<file path="src/rtl/csel_sub_seq_pkg.sv">
// Shared types and sizing helpers for the carry-select (borrow-select) sequential subtractor.
package csel_sub_pkg;

    typedef enum logic [1:0] {
        IDLE = 2'd0,
        RUN  = 2'd1,
        DONE = 2'd2
    } state_e;

    localparam int SLICE_DEF = 4;

    function automatic int nslice(input int width, input int slice);
        return width / slice;
    endfunction

    // A single-slice build still needs a 1-bit index register
    function automatic int idx_w(input int n);
        return (n > 1) ? $clog2(n) : 1;
    endfunction

    localparam int IDX_W_DEF = idx_w(nslice(16, SLICE_DEF));

endpackage

</file>
<file path="src/rtl/csel_sub_seq_if.sv">
// Operand/result handshake bundle. The ovf signal exists only when CSEL_SUB_OVF_EN is defined.
interface csel_sub_seq_if #(
    parameter int WIDTH = 16
);
    logic             in_valid;
    logic             in_ready;
    logic [WIDTH-1:0] a;
    logic [WIDTH-1:0] b;
    logic             bin;
    logic             out_valid;
    logic             out_ready;
    logic [WIDTH-1:0] diff;
    logic             bout;
`ifdef CSEL_SUB_OVF_EN
    logic             ovf;
`endif

    modport master (
`ifdef CSEL_SUB_OVF_EN
        input  ovf,
`endif
        output in_valid, a, b, bin, out_ready,
        input  in_ready, out_valid, diff, bout
    );

    modport slave (
`ifdef CSEL_SUB_OVF_EN
        output ovf,
`endif
        input  in_valid, a, b, bin, out_ready,
        output in_ready, out_valid, diff, bout
    );
endinterface

</file>
<file path="src/rtl/csel_sub_seq_borrow_sel_slice.sv">
// One SLICE-bit subtract slice: both borrow-in outcomes are precomputed, the borrow picks one.
module borrow_sel_slice #(
    parameter int SLICE = 4
) (
    input  logic [SLICE-1:0] as,
    input  logic [SLICE-1:0] bs,
    input  logic             sel,
    output logic [SLICE-1:0] ds,
    output logic             bo
);
    logic [SLICE:0] d0_s;
    logic [SLICE:0] d1_s;

    // The extra MSB of each candidate is its borrow-out
    assign d0_s = {1'b0, as} - {1'b0, bs};
    assign d1_s = d0_s - (SLICE+1)'(1);

    assign ds = sel ? d1_s[SLICE-1:0] : d0_s[SLICE-1:0];
    assign bo = sel ? d1_s[SLICE]     : d0_s[SLICE];

endmodule

</file>
<file path="src/rtl/csel_sub_seq.sv">
// Multi-cycle borrow-select subtractor, diff = a - b - bin, one slice per clock.
// Optional signed-overflow output enabled by defining CSEL_SUB_OVF_EN.
module csel_sub_seq
    import csel_sub_pkg::*;
#(
    parameter int WIDTH = 16,
    parameter int SLICE = SLICE_DEF
) (
    input  logic         clk,
    input  logic         rst,
    csel_sub_seq_if.slave bus
);
    localparam int NSLICE = nslice(WIDTH, SLICE);
    localparam int IDXW   = idx_w(NSLICE);

    state_e           state_r;
    state_e           state_s;
    logic [WIDTH-1:0] a_r;
    logic [WIDTH-1:0] b_r;
    logic [WIDTH-1:0] diff_r;
    logic             borrow_r;
    logic             bout_r;
    logic [IDXW-1:0]  idx_r;
    logic [SLICE-1:0] as_s;
    logic [SLICE-1:0] bs_s;
    logic [SLICE-1:0] ds_s;
    logic             bo_s;
    logic             last_s;
`ifdef CSEL_SUB_OVF_EN
    logic             ovf_r;
`endif

    assign as_s   = a_r[idx_r*SLICE +: SLICE];
    assign bs_s   = b_r[idx_r*SLICE +: SLICE];
    assign last_s = (idx_r == IDXW'(NSLICE-1));

    borrow_sel_slice #(.SLICE(SLICE)) u_slice (
        .as  (as_s),
        .bs  (bs_s),
        .sel (borrow_r),
        .ds  (ds_s),
        .bo  (bo_s)
    );

    // Next-state decode
    always_comb begin
        state_s = state_r;
        case (state_r)
            IDLE: begin
                if (bus.in_valid) state_s = RUN;
                else              state_s = IDLE;
            end
            RUN: begin
                if (last_s) state_s = DONE;
                else        state_s = RUN;
            end
            DONE: begin
                if (bus.out_ready) state_s = IDLE;
                else               state_s = DONE;
            end
            default: state_s = IDLE;
        endcase
    end

    // State register
    always_ff @(posedge clk or posedge rst) begin
        if (rst) state_r <= IDLE;
        else     state_r <= state_s;
    end

    // Operand capture and per-slice result/borrow update
    always_ff @(posedge clk or posedge rst) begin
        if (rst) begin
            a_r      <= '0;
            b_r      <= '0;
            diff_r   <= '0;
            borrow_r <= 1'b0;
            bout_r   <= 1'b0;
            idx_r    <= '0;
`ifdef CSEL_SUB_OVF_EN
            ovf_r    <= 1'b0;
`endif
        end else begin
            case (state_r)
                IDLE: begin
                    if (bus.in_valid) begin
                        a_r      <= bus.a;
                        b_r      <= bus.b;
                        borrow_r <= bus.bin;
                        idx_r    <= '0;
                        diff_r   <= '0;
                    end
                end
                RUN: begin
                    diff_r[idx_r*SLICE +: SLICE] <= ds_s;
                    borrow_r <= bo_s;
                    idx_r    <= last_s ? '0 : idx_r + IDXW'(1);
                    if (last_s) begin
                        bout_r <= bo_s;
`ifdef CSEL_SUB_OVF_EN
                        // Final slice's top bit is the result MSB
                        ovf_r  <= (a_r[WIDTH-1] != b_r[WIDTH-1]) &&
                                  (ds_s[SLICE-1] != a_r[WIDTH-1]);
`endif
                    end
                end
                default: ;
            endcase
        end
    end

    assign bus.in_ready  = (state_r == IDLE);
    assign bus.out_valid = (state_r == DONE);
    assign bus.diff      = diff_r;
    assign bus.bout      = bout_r;
`ifdef CSEL_SUB_OVF_EN
    assign bus.ovf       = ovf_r;
`endif

endmodule

</file>
<file path="src/flat_wrapper.sv">
// flat-port wrapper written by rule: the top's interface ports become plain ports
module csel_sub_seq_flat import csel_sub_pkg::*;
#(
    parameter int WIDTH = 16,
    parameter int SLICE = SLICE_DEF
)
  (clk, rst, bus_in_valid, bus_a, bus_b, bus_bin, bus_out_ready, bus_in_ready, bus_out_valid, bus_diff, bus_bout);
  csel_sub_seq_if #(.WIDTH(WIDTH)) bus_i ();
  input  logic clk;
  input  logic rst;
  input wire logic [$bits(bus_i.in_valid)-1:0] bus_in_valid;
  input wire logic [$bits(bus_i.a)-1:0] bus_a;
  input wire logic [$bits(bus_i.b)-1:0] bus_b;
  input wire logic [$bits(bus_i.bin)-1:0] bus_bin;
  input wire logic [$bits(bus_i.out_ready)-1:0] bus_out_ready;
  output wire logic [$bits(bus_i.in_ready)-1:0] bus_in_ready;
  output wire logic [$bits(bus_i.out_valid)-1:0] bus_out_valid;
  output wire logic [$bits(bus_i.diff)-1:0] bus_diff;
  output wire logic [$bits(bus_i.bout)-1:0] bus_bout;
  assign bus_i.in_valid = bus_in_valid;
  assign bus_i.a = bus_a;
  assign bus_i.b = bus_b;
  assign bus_i.bin = bus_bin;
  assign bus_i.out_ready = bus_out_ready;
  assign bus_in_ready = bus_i.in_ready;
  assign bus_out_valid = bus_i.out_valid;
  assign bus_diff = bus_i.diff;
  assign bus_bout = bus_i.bout;
  csel_sub_seq #(.WIDTH(WIDTH), .SLICE(SLICE)) u_core (.clk(clk), .rst(rst), .bus(bus_i));
endmodule
</file>
<file path="config.mk">
export PLATFORM = sky130hd
export DESIGN_NAME = csel_sub_seq_flat
export DESIGN_NICKNAME = d
export VERILOG_FILES = /design/src/rtl/csel_sub_seq_pkg.sv /design/src/rtl/csel_sub_seq_if.sv /design/src/rtl/csel_sub_seq_borrow_sel_slice.sv /design/src/rtl/csel_sub_seq.sv /design/src/flat_wrapper.sv
export SDC_FILE = /design/constraint.sdc
export NUM_CORES = 1
export LEC_CHECK = 0
export ABC_AREA = 1
export BUFFER_PORTS_ARGS = -buffer_cell sky130_fd_sc_hd__buf_2
export CAP_MARGIN = 30
export CELL_PAD_IN_SITES_DETAIL_PLACEMENT = 0
export CELL_PAD_IN_SITES_GLOBAL_PLACEMENT = 1
export CORE_MARGIN = 2
export CORE_UTILIZATION = 35
export DETAILED_ROUTE_END_ITERATION = 8
export PLACE_DENSITY_LB_ADDON = 0.1
export SYNTH_ARGS = -nofsm -noshare
export SYNTH_HDL_FRONTEND = slang
export SYNTH_SLANG_ARGS = --single-unit
</file>
<file path="constraint.sdc">
create_clock -name clk -period 2.6 [get_ports clk]
set_input_delay 0 -clock clk [delete_from_list [all_inputs] [get_ports clk]]
set_output_delay 0 -clock clk [all_outputs]
set_load 0.03 [all_outputs]
</file>
# Yosys cells after proc, flatten, opt, wreduce, memory -nomap -nowiden
# Cells that the tools add are included.
# W data, S select, Z words.
# op_classes
multipliers	0
magnitude_cmp	0
shifts	4
bitwise	0
reduce_logical	5
n_addsub	4
eq_ne	4
div	0
muxes	14
# op_table
operator	n
$neg A4 Y34	1
$shift A4 B34 Y16 const A	1
$shiftx A4 B34 Y16	1
$pmux W16 S2	1
$shiftx A16 B5 Y4	2
$bwmux W16	1
$mux W16	1
$mux W2	4
$pmux W2 S3	1
$reduce_and A2 Y1	3
$sub A4 B4 Y5	1
$sub A5 B1 Y5 const B	1
$eq A2 B2 Y1 const B	2
$mux W4	1
$pmux W2 S2	1
$mux W1	3
$add A2 B1 Y2 const B	1
$eq A2 B1 Y1 const B	1
$logic_not A2 Y1	1
$ne A2 B2 Y1 const B	1
$pmux W1 S2	1
$reduce_bool A2 Y1	1
# word_totals
latchBits	0
inputBits	37
word_cells	38
ram_bits	0
reg_bits	54
memories	0
rom_bits	0
out_inout_bits	19

# Depth between registers and ports, before layout
# Gate-level depths: netlist (run 1).
# depth
ltp_word	7
depth_mapped	17

# Cells and area by module
# From an unflattened synthesis (run 1), not the netlist that was laid out.
# unflattened
cells_unflattened	377
area_unflattened_um2	2896.5
# by_module_without_submodules
module	n_inst	cells_each	area_per_inst_um2	seq_area_each_um2
csel_sub_seq	1	328	2612.5	1351.3
borrow_sel_slice	1	49	284.0	0.0

# Worst setup path before layout (run 1)
# No wires, ideal clock.
# synth_path
kind	flip-flop to flip-flop
start	register u_core.idx_r[0]
end	register u_core.diff_r[13], in the netlist u_core.bus.diff[13]
setup_ps	76
stages_incl_launch_ff	13
required_time_ps	2524
t_arrival_ps	2448
path_slack_ps	76
path_cell_list	dfrtp_1 > clkbuf_2 > inv_2 > buf_4 > o21ai_0 > o22ai_1 > ha_1 > fa_1 > ha_1 > mux2_2 > nor2_1 > nand2_1 > o21ai_1
# synth_via
elab_chain_len	7
word_cells_on_any_way	10
# synth_lines
item	line_no	text
start, declared	csel_sub_seq.sv:23	logic [IDXW-1:0] idx_r;
start signal, assigned	csel_sub_seq.sv:97	idx_r <= last_s ? '0 : idx_r + IDXW'(1);
$shiftx A16 B5 Y4, on equally long branches	csel_sub_seq.sv:33, csel_sub_seq.sv:34	
$sub A4 B4 Y5	csel_sub_seq_borrow_sel_slice.sv:15	assign d0_s = {1'b0, as} - {1'b0, bs};
$sub A5 B1 Y5	csel_sub_seq_borrow_sel_slice.sv:16	assign d1_s = d0_s - (SLICE+1)'(1);
$mux W4	csel_sub_seq_borrow_sel_slice.sv:18	assign ds = sel ? d1_s[SLICE-1:0] : d0_s[SLICE-1:0];
$shiftx A4 B34 Y16	csel_sub_seq.sv:95	diff_r[idx_r*SLICE +: SLICE] <= ds_s;
$bwmux W16 (*)	csel_sub_seq.sv:95	
$pmux W16 S2 (*)	csel_sub_seq.sv:84	case (state_r)
end signal, assigned by index	csel_sub_seq.sv:95	
end, declared	csel_sub_seq.sv:20	logic [WIDTH-1:0] diff_r;
# Mark *: on every way between the ends. The rest lies on a longest branch, timed or not.
# A chain may end at the register's enable or synchronous reset.

# Worst setup path after layout (run 1)
# layout_path
start	register u_core.idx_r[0]
end	register u_core.diff_r[5], in the netlist u_core.bus.diff[5]
# Same word-level chain as after synthesis.

==> results of run 1 <==
-- path summary, 6_finish.rpt --
path	startpoint	end	slack (ns)	cells past startpoint
setup / recovery	u_core.idx_r[0]	u_core.bus.diff[5]	0.08	10
hold / removal	bus_bin	u_core.borrow_r	0.02	5
setup reg to reg	u_core.idx_r[0]	u_core.bus.diff[5]	0.08	10
hold reg to reg	u_core.bus.diff[7]	u_core.bus.diff[7]	0.49	2
max in group asynchronous	rst	u_core.idx_r[0]	1.70	4
min in group asynchronous	rst	u_core.bus.diff[6]	0.42	4
-- worst min-delay path, cell delays in order --
cell,delay (ns)
buf_2,0.08
nor2_1,0.03
nor2_1,0.09
nand2_1,0.05
nand2_1,0.04
-- metal layers --
metal / share of wire / routed length, um
met3: 0.029 / 189
met5: 0 / 0
met1: 0.49 / 3210
met2: 0.47 / 3110
met4: 0.011 / 74
-- Yosys cell counts --
cell type	instances	area, um2
dfrtp_1	54	1350
nand2_2	2	12.5
nand3_1	18	90.1
nor2_2	5	31.3
inv_2	4	15.0
clkbuf_2	1	5.00
o22ai_1	7	43.8
buf_2	7	35.0
nand2_1	152	571
buf_4	2	15.0
o21ai_0	10	50.1
clkbuf_1	2	7.51
xor2_1	2	17.5
a21oi_1	8	40.0
fa_1	1	20.0
mux2_2	1	11.3
ha_1	9	113
o21ai_1	5	25.0
nand4_1	1	6.26
o31ai_1	1	7.51
nor2_1	15	56.3
inv_1	25	93.8
a32o_1	4	40.0
a32oi_1	2	17.5
-- report_power, final --
group | switching, uW | leakage, uW | internal (uW)
clock | 277 | 0.0000542 | 284
sequential | 261 | 0.000690 | 1210
combinational | 2070 | 0.00121 | 1300
total | 2600 | 0.00196 | 2790
-- cells by family after synthesis --
group	count (synthesis)
AO/OA/AOI/OAI	37
XOR/XNOR	2
adder cells (fa/ha/maj)	10
buffers and inverters	41
flip-flops	54
multiplexers	1
AND/OR/NAND/NOR	193
-- repair_timing --
| action | in CTS | in global routing |
|---|---|---|
| hold endpoints to repair | 87 | 0 |
| pin swaps | 0 | 4 |
| endpoints found under the setup margin | 2 | 11 |
| hold buffers | 34 | 0 |
| resized for setup | 2 | 20 |
| setup buffers | 1 | 3 |
| cloned | 1 | 0 |
-- per-stage QoR --
stage,util,power [uW],hold slack (ns),cells,worst slack (ns)
after floorplan,-,3630,0.0956,338,0.0759
after global routing,0.501,5990,0.0938,540,-0.0680
after detailed placement,0.425,4520,0.197,494,0.0146
after CTS,0.488,5160,0.00443,537,0.0385
after global placement,0.425,4500,0.191,494,0.0550
final,0.501,5390,0.0181,540,0.0820
-- cell type report --
cell class | count | area [um2] | area share
clock buffer | 5 | 68.8 | 0.0187
clock inverter | 2 | 38.8 | 0.0106
inverter | 29 | 111 | 0.0303
multi-input combinational | 243 | 1210 | 0.329
sequential | 54 | 1350 | 0.368
tap | 99 | 124 | 0.0337
timing repair buffer | 107 | 762 | 0.208
timing repair inverter | 1 | 7.51 | 0.00204
-- flip-flops by register name, summed over array words and instances (netlist names) --
name / count
u_core.a_r: 16
u_core.b_r: 16
u_core.bus.diff: 16
u_core.idx_r: 2
u_core.state_r: 2
u_core.borrow_r: 1
u_core.bus.bout: 1
==> metrics.txt, run 1 <==
busiest grt layer met2; synth warn 0; die area around 0.0084 mm2; Placer Congestion approximately 0.8; post-detail-place hpwl slightly below 5000 um; CP startpoint kind register; grt met2 use 0.284; GR Util met1 0.229; Slew Viols, Final 0; Synth Area per Inst 7.91 um2; pwr dens approximately 1500 mW/mm2; static leakage ~0.0020 uW; RSZ-0062 raised after global routing true; Synthesized Nets between 300 and 400; met3 usage 0.0299; Initial DRT Pass Iterations 4; pin count of the biggest net entering global routing 55; Post-Synth Simple-Gate Area 0.287; commonest non-fill, non-tap cell in the layout nand2_1; IO Count 56; Site Rows 31; Port Buffers 55; Fin Clk Skew 0.0110 ns; Fin Setup TNS 0 ns; Setup-failing EPs final 0; CTS root buf clkbuf_8; HP Class input pin to register; fin crit share 0.968; Reg clk slew, reported paths ~0.10 ns; WP data arrival 2.77 ns; H-tree lvl count 2; final wirelength 6580 um; wire length per cell 12.2 um; Period minus WS final ~2.5 ns; Critical Path Most Common Cell ha_2; Fmax achieved around 0.4 GHz; Yosys cell types 24; clock sink count 54; clock tree buffer depth 2; Worst-Skew Late Latency slightly above 0.3 ns; status completed; vias in the first global route around 2.4k; Req. time, crit path about 2.9 ns; crit path buf inv count 1; maximum vdd drop 0.473 mV; antenna violations before repair 0; Max Cap Violations 0; register area share after synthesis 0.505; Area Overhead vs Synth 37.2%; via count 2,413; Area after DPL around 0.0031 mm2; Crit path max-delay family adder cells; multiplexer share of the synthesized area 0.00421; Die Span X just over 90 um; Final ANT Viol Nets 0; fraction of layout cells with a size suffix above 1 0.245; Post-Synth XOR/XNOR Area 0.00655; CTS buffer count 5; Setup crit end kind register; GRT Residual Overflow 0; NumNets Final about 490; Cells after Synth around 340; commonest cells after routing, fill and taps aside 149 x nand2_1, 55 x buf_2, 53 x dfrtp_1, 34 x dlygate4sd3_1, 23 x inv_1; Starting Density 0.365; crit path max fanout 8; register bit count reported by yosys 54; Critical-path top delay cell dfrtp_2; # fillers between 700 and 800; Syn Std Cell Area approximately 0.0027 mm2; 1st-iter DRT viols between 50 and 60; DR DRC count 0; Slew headroom 0.558; CP max stage delay 0.50 ns; TritonCTS clock tree done; Compound-Gate Fraction of Synth Area 0.0837; Worst-Margin Slew around 0.66 ns; Adder-Cell Fraction of Synth Area 0.0496; Crit Path Class register to register; core area between 0.007 and 0.008 mm2; first-pass GRT wire length ~11,000 um; cell area after layout about 0.0037 mm2; main combinational cell family by area after synthesis simple AND/OR/NAND/NOR gates; DR vias/cell 4.47; critical path, cell by cell clkinvlp_4, o21ai_2, o22ai_1, ha_2, fa_1, ha_2, mux2_2, nor2_4, nand2_1, o21ai_1; Die Height about 91 um; ANT cells 0; Tot GR Track Use 0.172; Final Hold Viols 0
No activity file was read; power rests on OpenSTA's default activity.
==> run 2: changes to the inputs <==
--- a/config.mk
+++ b/config.mk
@@ -11,7 +11,7 @@
 export CELL_PAD_IN_SITES_DETAIL_PLACEMENT = 0
 export CELL_PAD_IN_SITES_GLOBAL_PLACEMENT = 1
 export CORE_MARGIN = 2
-export CORE_UTILIZATION = 35
+export CORE_UTILIZATION = 36
 export DETAILED_ROUTE_END_ITERATION = 8
 export PLACE_DENSITY_LB_ADDON = 0.1
 export SYNTH_ARGS = -nofsm -noshare
==> metrics.txt, run 2 (synthesis gave the netlist of run 1 again) <==
crit path buf inv count 1 (unchanged); Fin Clk Skew 0.00707 ns (-0.00397 ns); Placer Congestion 0.786 (-3.2%); Slew Viols, Final 0 (unchanged); die area 0.00814 mm2 (-2.7%); H-tree lvl count 2 (unchanged); status completed; post-detail-place hpwl 4660 um (-4.1%); wire length per cell 12.5 um (+2.2%); RSZ-0062 raised after global routing true; critical path, cell by cell inv_4, nand2_1, a32o_1, ha_2, fa_1, ha_1, mux2_4, nor2_4, nand2_2, o21ai_2; IO Count 56 (unchanged); antenna violations before repair 0 (unchanged); # fillers 754 (+3.1%); Initial DRT Pass Iterations 4 (unchanged); Final Hold Viols 0 (unchanged); via count 2,448 (+1.5%); Req. time, crit path 2.85 ns (about the same); crit path max fanout 6 (-2); CP startpoint kind register; Seq. cell area 0.00135 mm2 (unchanged); pwr dens 1460 mW/mm2 (-0.49%); Worst-Skew Late Latency 0.31 ns (about the same); WP data arrival 2.74 ns (-0.03 ns); vias in the first global route 2,389 (+0.42%); cell area after layout 0.00363 mm2 (-1.0%); DR DRC count 0 (unchanged); final core occ 0.504 (+0.00287); Final ANT Viol Nets 0 (unchanged); TritonCTS clock tree done; Area Overhead vs Synth 35.8%; 1st-iter DRT viols 98 (+75%); Starting Density 0.371 (+0.00589); fraction of layout cells with a size suffix above 1 0.233 (-0.0120); Port Buffers 55 (unchanged); Die Height 90.2 um (-1.3%); static leakage 0.00195 uW (-0.22%); total power 5310 uW (-1.5%); Worst-Margin Slew 0.676 ns (+0.0129 ns); GRT Residual Overflow 0 (unchanged); Setup-failing EPs final 0 (unchanged); Critical-path top delay cell fa_1; CP max stage delay 0.58 ns (+0.08 ns); Site Rows 31 (unchanged); Reg clk slew, reported paths 0.10 ns (about the same); pin count of the biggest net entering global routing 55 (unchanged); Hold WS 0.0245 ns (+0.00640 ns); Setup crit end kind register; HP Class input pin to register; NumNets Final 484 (-0.82%); Period minus WS final 2.49 ns (-0.0290 ns); Fmax achieved 0.402 GHz (+1.2%); core area 0.00721 mm2 (-1.6%); commonest cells after routing, fill and taps aside 150 x nand2_1, 55 x buf_2, 53 x dfrtp_1, 34 x dlygate4sd3_1, 23 x inv_1; Max Cap Violations 0 (unchanged); DR vias/cell 4.56 (+2.0%); Fin Setup TNS 0 ns (unchanged); first-pass GRT wire length 11,400 um (+0.12%); Crit Path Class register to register; CTS root buf clkbuf_8; Die Span X 90.2 um (-1.3%); clock sink count 54 (unchanged); Multi-input gate area 0.00120 mm2 (-0.73%); Area after DPL 0.00309 mm2 (-0.72%); maximum vdd drop 0.442 mV (-6.5%); final wirelength 6690 um (+1.7%); Crit path max-delay family adder cells; Tot GR Track Use 0.170 (-0.00224); fin crit share 0.957 (-0.0112); CTS buffer count 5 (unchanged); commonest non-fill, non-tap cell in the layout nand2_1; ANT cells 0 (unchanged); Slew headroom 0.549 (-0.00860); clock tree buffer depth 2 (unchanged); setup slack, reg-to-reg 0.11 ns (+0.03 ns)
[run 2: cell types whose count changed in the layout (fill, tap and decap cells not counted), moves of 2 or more]
cell,before,now
buf_6,3,1
inv_6,0,2
nand3_1,16,18
nand3_2,2,0
[run 2: metrics by stage]
step / instances / setup slack, ns
after global placement: 491 / 0.0602
after detailed placement: 491 / -0.00253
after global routing: 537 / -0.0607
after floorplan: 338 / 0.0759
final: 537 / 0.111
after CTS: 533 / 0.00258
[run 2: final cells by class]
type,count,share of cell area
Clock buffer,5,0.0189
Clock inverter,3,0.0131
Inverter,29,0.0306
Multi-Input combinational cell,243,0.330
Sequential cell,54,0.372
Tap cell,99,0.0341
Timing Repair Buffer,104,0.201
[run 2: path summary, 6_finish.rpt]
check | startpoint | endpoint | depth (start not counted)
max | u_core.idx_r[0] | u_core.bus.diff[13] | 10
min | bus_bin | u_core.borrow_r | 5
max reg2reg | u_core.idx_r[0] | u_core.bus.diff[13] | 10
min reg2reg | u_core.bus.diff[7] | u_core.bus.diff[7] | 2
max in group asynchronous | rst | u_core.idx_r[0] | 4
min in group asynchronous | rst | u_core.state_r[1] | 4
[run 2: repair_timing]
| action | CTS | global route |
|---|---|---|
| pin swaps | 0 | 6 |
| setup buffers | 0 | 4 |
| setup endpoints to repair | 2 | 11 |
| endpoints found under the hold margin | 87 | 0 |
| hold buffers | 34 | 0 |
| gates resized for setup | 1 | 17 |
[run 2: worst min-delay path, delay by kind of cell]
kind                   cells  cell delay, ns
AND/OR/NAND/NOR            4            0.22
buffers and inverters      1            0.08
[run 2: layer usage]
layer / vias to the layer above / share of wire / global-route usage / wire length [um]
met2: 50 / 0.48 / 0.286 / 3220
met4: 0 / 0.0076 / 0.0308 / 51
li1: 1262 / - / - / -
met1: 1130 / 0.48 / 0.231 / 3230
met5: - / 0 / 0 / 0
met3: 6 / 0.029 / 0.0310 / 191
[run 2: report_power, final]
group / switching (uW) / total [uW] / internal [uW]
Clock: 296 / 590 / 294
Sequential: 261 / 1470 / 1210
Combinational: 2020 / 3250 / 1240
Total: 2570 / 5310 / 2740
==> run 3: changes to the inputs <==
--- a/config.mk
+++ b/config.mk
@@ -5,13 +5,12 @@
 export SDC_FILE = /design/constraint.sdc
 export NUM_CORES = 1
 export LEC_CHECK = 0
-export ABC_AREA = 1
-export BUFFER_PORTS_ARGS = -buffer_cell sky130_fd_sc_hd__buf_2
-export CAP_MARGIN = 30
+export BUFFER_PORTS_ARGS = -buffer_cell sky130_fd_sc_hd__buf_4
+export CAP_MARGIN = 20
 export CELL_PAD_IN_SITES_DETAIL_PLACEMENT = 0
 export CELL_PAD_IN_SITES_GLOBAL_PLACEMENT = 1
 export CORE_MARGIN = 2
-export CORE_UTILIZATION = 36
+export CORE_UTILIZATION = 39
 export DETAILED_ROUTE_END_ITERATION = 8
 export PLACE_DENSITY_LB_ADDON = 0.1
 export SYNTH_ARGS = -nofsm -noshare
==> metrics.txt, run 3 <==
antenna violations before repair 0 (unchanged); Slew Viols, Final 0 (unchanged); top-area cell type share of the netlist area 0.522 (+0.0168); pin count of the biggest net entering global routing 33 (-40%); register area share after synthesis 0.522 (+0.0168); via count 1,922 (-21%); Fin Setup TNS -0.350 ns (-0.350 ns); Cells after Synth 208 (-38%); NumNets Final 361 (-25%); Port Buffers 55 (unchanged); CP max stage delay 0.54 ns (-0.04 ns); RSZ-0062 raised after global routing true; async set-reset flop share out of synthesis 1.00 (unchanged); crit path max fanout 4 (-2); fraction of layout cells with a size suffix above 1 0.410 (+0.177); clock tree buffer depth 2 (unchanged); TritonCTS clock tree done; commonest cells after routing, fill and taps aside 71 x buf_4, 53 x dfrtp_1, 36 x dlygate4sd3_1, 32 x mux2_2, 19 x inv_1; Period minus WS final 2.78 ns (+0.289 ns); fin cells 392 (-27%); Placer Congestion 0.859 (+9.3%); synth warn 0 (unchanged); Worst-Margin Slew 0.444 ns (-0.233 ns); Fmax achieved 0.360 GHz (-10%); clock sink count 54 (unchanged); static leakage 0.00168 uW (-14%); capturing point of the worst reg2reg path u_core.borrow_r; die area 0.00731 mm2 (-10%); DR DRC count 0 (unchanged); WP data arrival 2.96 ns (+0.22 ns); Synthesized Nets 255 (-34%); top-count cell post-synth dfrtp_1; Worst-Skew Late Latency 0.31 ns (about the same); Place WS -0.205 ns (-0.203 ns); Crit path max-delay family adder cells; Reg clk slew, reported paths 0.09 ns (about the same); IO Count 56 (unchanged); ANT cells 0 (unchanged); Tot GR Track Use 0.162 (-0.00767); met3 usage 0.0331 (+0.00206); worst hold endpoint u_core.idx_r[0]; Die Span X 85.5 um (-5.2%); Setup crit start u_core.idx_r[0]; DR vias/cell 4.90 (+7.6%); CTS root buf clkbuf_8; GR Util met1 0.245 (+0.0138); WP depth 9 (-1); GRT Residual Overflow 0 (unchanged); synth cell count leaders 54 x dfrtp_1, 32 x mux2_2, 20 x inv_1; commonest non-fill, non-tap cell in the layout buf_4; area leader, netlist dfrtp_1; critical path, cell by cell mux4_2, ha_4, fa_1, ha_2, nand2_2, or3b_1, mux2i_1, xnor2_1, o31ai_2; RR Startpoint u_core.idx_r[0]; Area Overhead vs Synth 41.9%; Crit Path Class register to register; Syn Std Cell Area 0.00259 mm2 (-3.2%); R2R depth 9 (-1); Starting Density 0.405 (+0.0346); EDFF count, synth 0 (unchanged); HP Class input pin to register; grt met2 use 0.240 (-0.0463); CTS buffer count 5 (unchanged); Site Rows 29 (-6.5%); first-pass GRT wire length 9330 um (-18%); Final ANT Viol Nets 0 (unchanged); CP startpoint kind register; vias in the first global route 1,920 (-20%); Synth Area per Inst 12.4 um2 (+57%); top cells by area, synth dfrtp_1 52%, mux2_2 14%, mux4_2 7.0%; crit path buf inv count 0 (-1); Initial DRT Pass Iterations 4 (unchanged); status finished with violations; maximum vdd drop 1.07 mV (+140%); setup slack, reg-to-reg -0.18 ns (-0.29 ns); Critical-path top delay cell mux4_2; core area 0.00639 mm2 (-11%); hold_sp bus_in_valid; Setup crit end kind register; cell area after layout 0.00367 mm2 (+1.1%); pwr dens 1590 mW/mm2 (+8.9%); failing checks negative setup slack; final wirelength 5640 um (-16%); Slew headroom 0.704 (+0.155); placed insts 347 (-29%); WHS Path Cells 4 (-1); H-tree lvl count 2 (unchanged); 1st-iter DRT viols 65 (-34%); register bit count reported by yosys 54 (unchanged); Max Cap Violations 0 (unchanged); fin crit share 1.07 (+0.111); Final Hold Viols 0 (unchanged); main flop type after synthesis dfrtp_1; Area after DPL 0.00318 mm2 (+2.8%); post-detail-place hpwl 4060 um (-13%); # fillers 551 (-27%); Req. time, crit path 2.78 ns (-0.07 ns); busiest grt layer met1; Setup-failing EPs final 2 (+2); wire length per cell 14.4 um (+15%); Die Height 85.5 um (-5.2%); worst setup margin -0.178 ns (-0.289 ns); Fin Clk Skew 0.00445 ns (-0.00262 ns); Yosys cell types 32 (+33%); Hold WS 0.0836 ns (+0.0591 ns)
[run 3: layout make-up]
cell class | count | area [um2] | area share
sequential | 54 | 1350 | 0.368
multi-input combinational | 126 | 1160 | 0.317
timing repair buffer | 107 | 893 | 0.243
tap | 77 | 96.3 | 0.0262
clock buffer | 7 | 86.3 | 0.0235
inverter | 20 | 75.1 | 0.0204
clock inverter | 1 | 5.00 | 0.00136
[run 3: logic make-up (layout without fill, tap and decap cells)]
group	after synthesis	after routing	synth area share
compound gates	31	31	0.0735
xor+xnor	6	6	0.0232
fa+ha+maj	10	10	0.0512
buf+inv	28	135	0.0420
flops	54	54	0.522
mux	42	42	0.217
simple gates	37	37	0.0710
[run 3: worst max-delay path by stage]
| stage | to |
|---|---|
| floorplan | u_core.bus.bout |
| global placement | u_core.bus.bout |
| detailed placement | u_core.bus.bout |
| CTS | u_core.borrow_r |
| global route | u_core.borrow_r |
| finish | u_core.borrow_r |
[run 3: routing by layer]
metal  vias up  share of wire
met5         -              0
met4         0          0.010
met3         6          0.049
met2        44           0.45
met1       934           0.49
li1        938              -
[run 3: power by group]
group	total [uW]	switching [uW]	leakage [uW]	internal, uW
Combinational	3860	1850	0.000966	2020
Clock	483	267	0.0000482	216
Sequential	1500	271	0.000669	1230
Total	5850	2380	0.00168	3460
[run 3: metrics by stage]
step | utilization | total power (uW)
2_1_floorplan | - | 3720
3_3_place_gp | 0.498 | 5120
3_5_place_dp | 0.498 | 5150
4_1_cts | 0.572 | 5800
5_1_grt | 0.575 | 6310
6_report | 0.575 | 5850
[run 3: worst reg2reg max path, cell delays in order (launching register included)]
cell and delay (ns):
dfrtp_2 0.41, mux4_2 0.54, ha_4 0.18, fa_1 0.50, ha_2 0.19, nand2_2 0.06, or3b_1 0.35, mux2i_1 0.17
xnor2_1 0.18, o31ai_2 0.08
[run 3: timing repair]
item                       CTS  global route
gates resized for setup      3             6
hold endpoints to repair    53             0
buffers inserted             1             0
hold buffers                36             0
pin swaps                    2             0
setup endpoints to repair    2            12
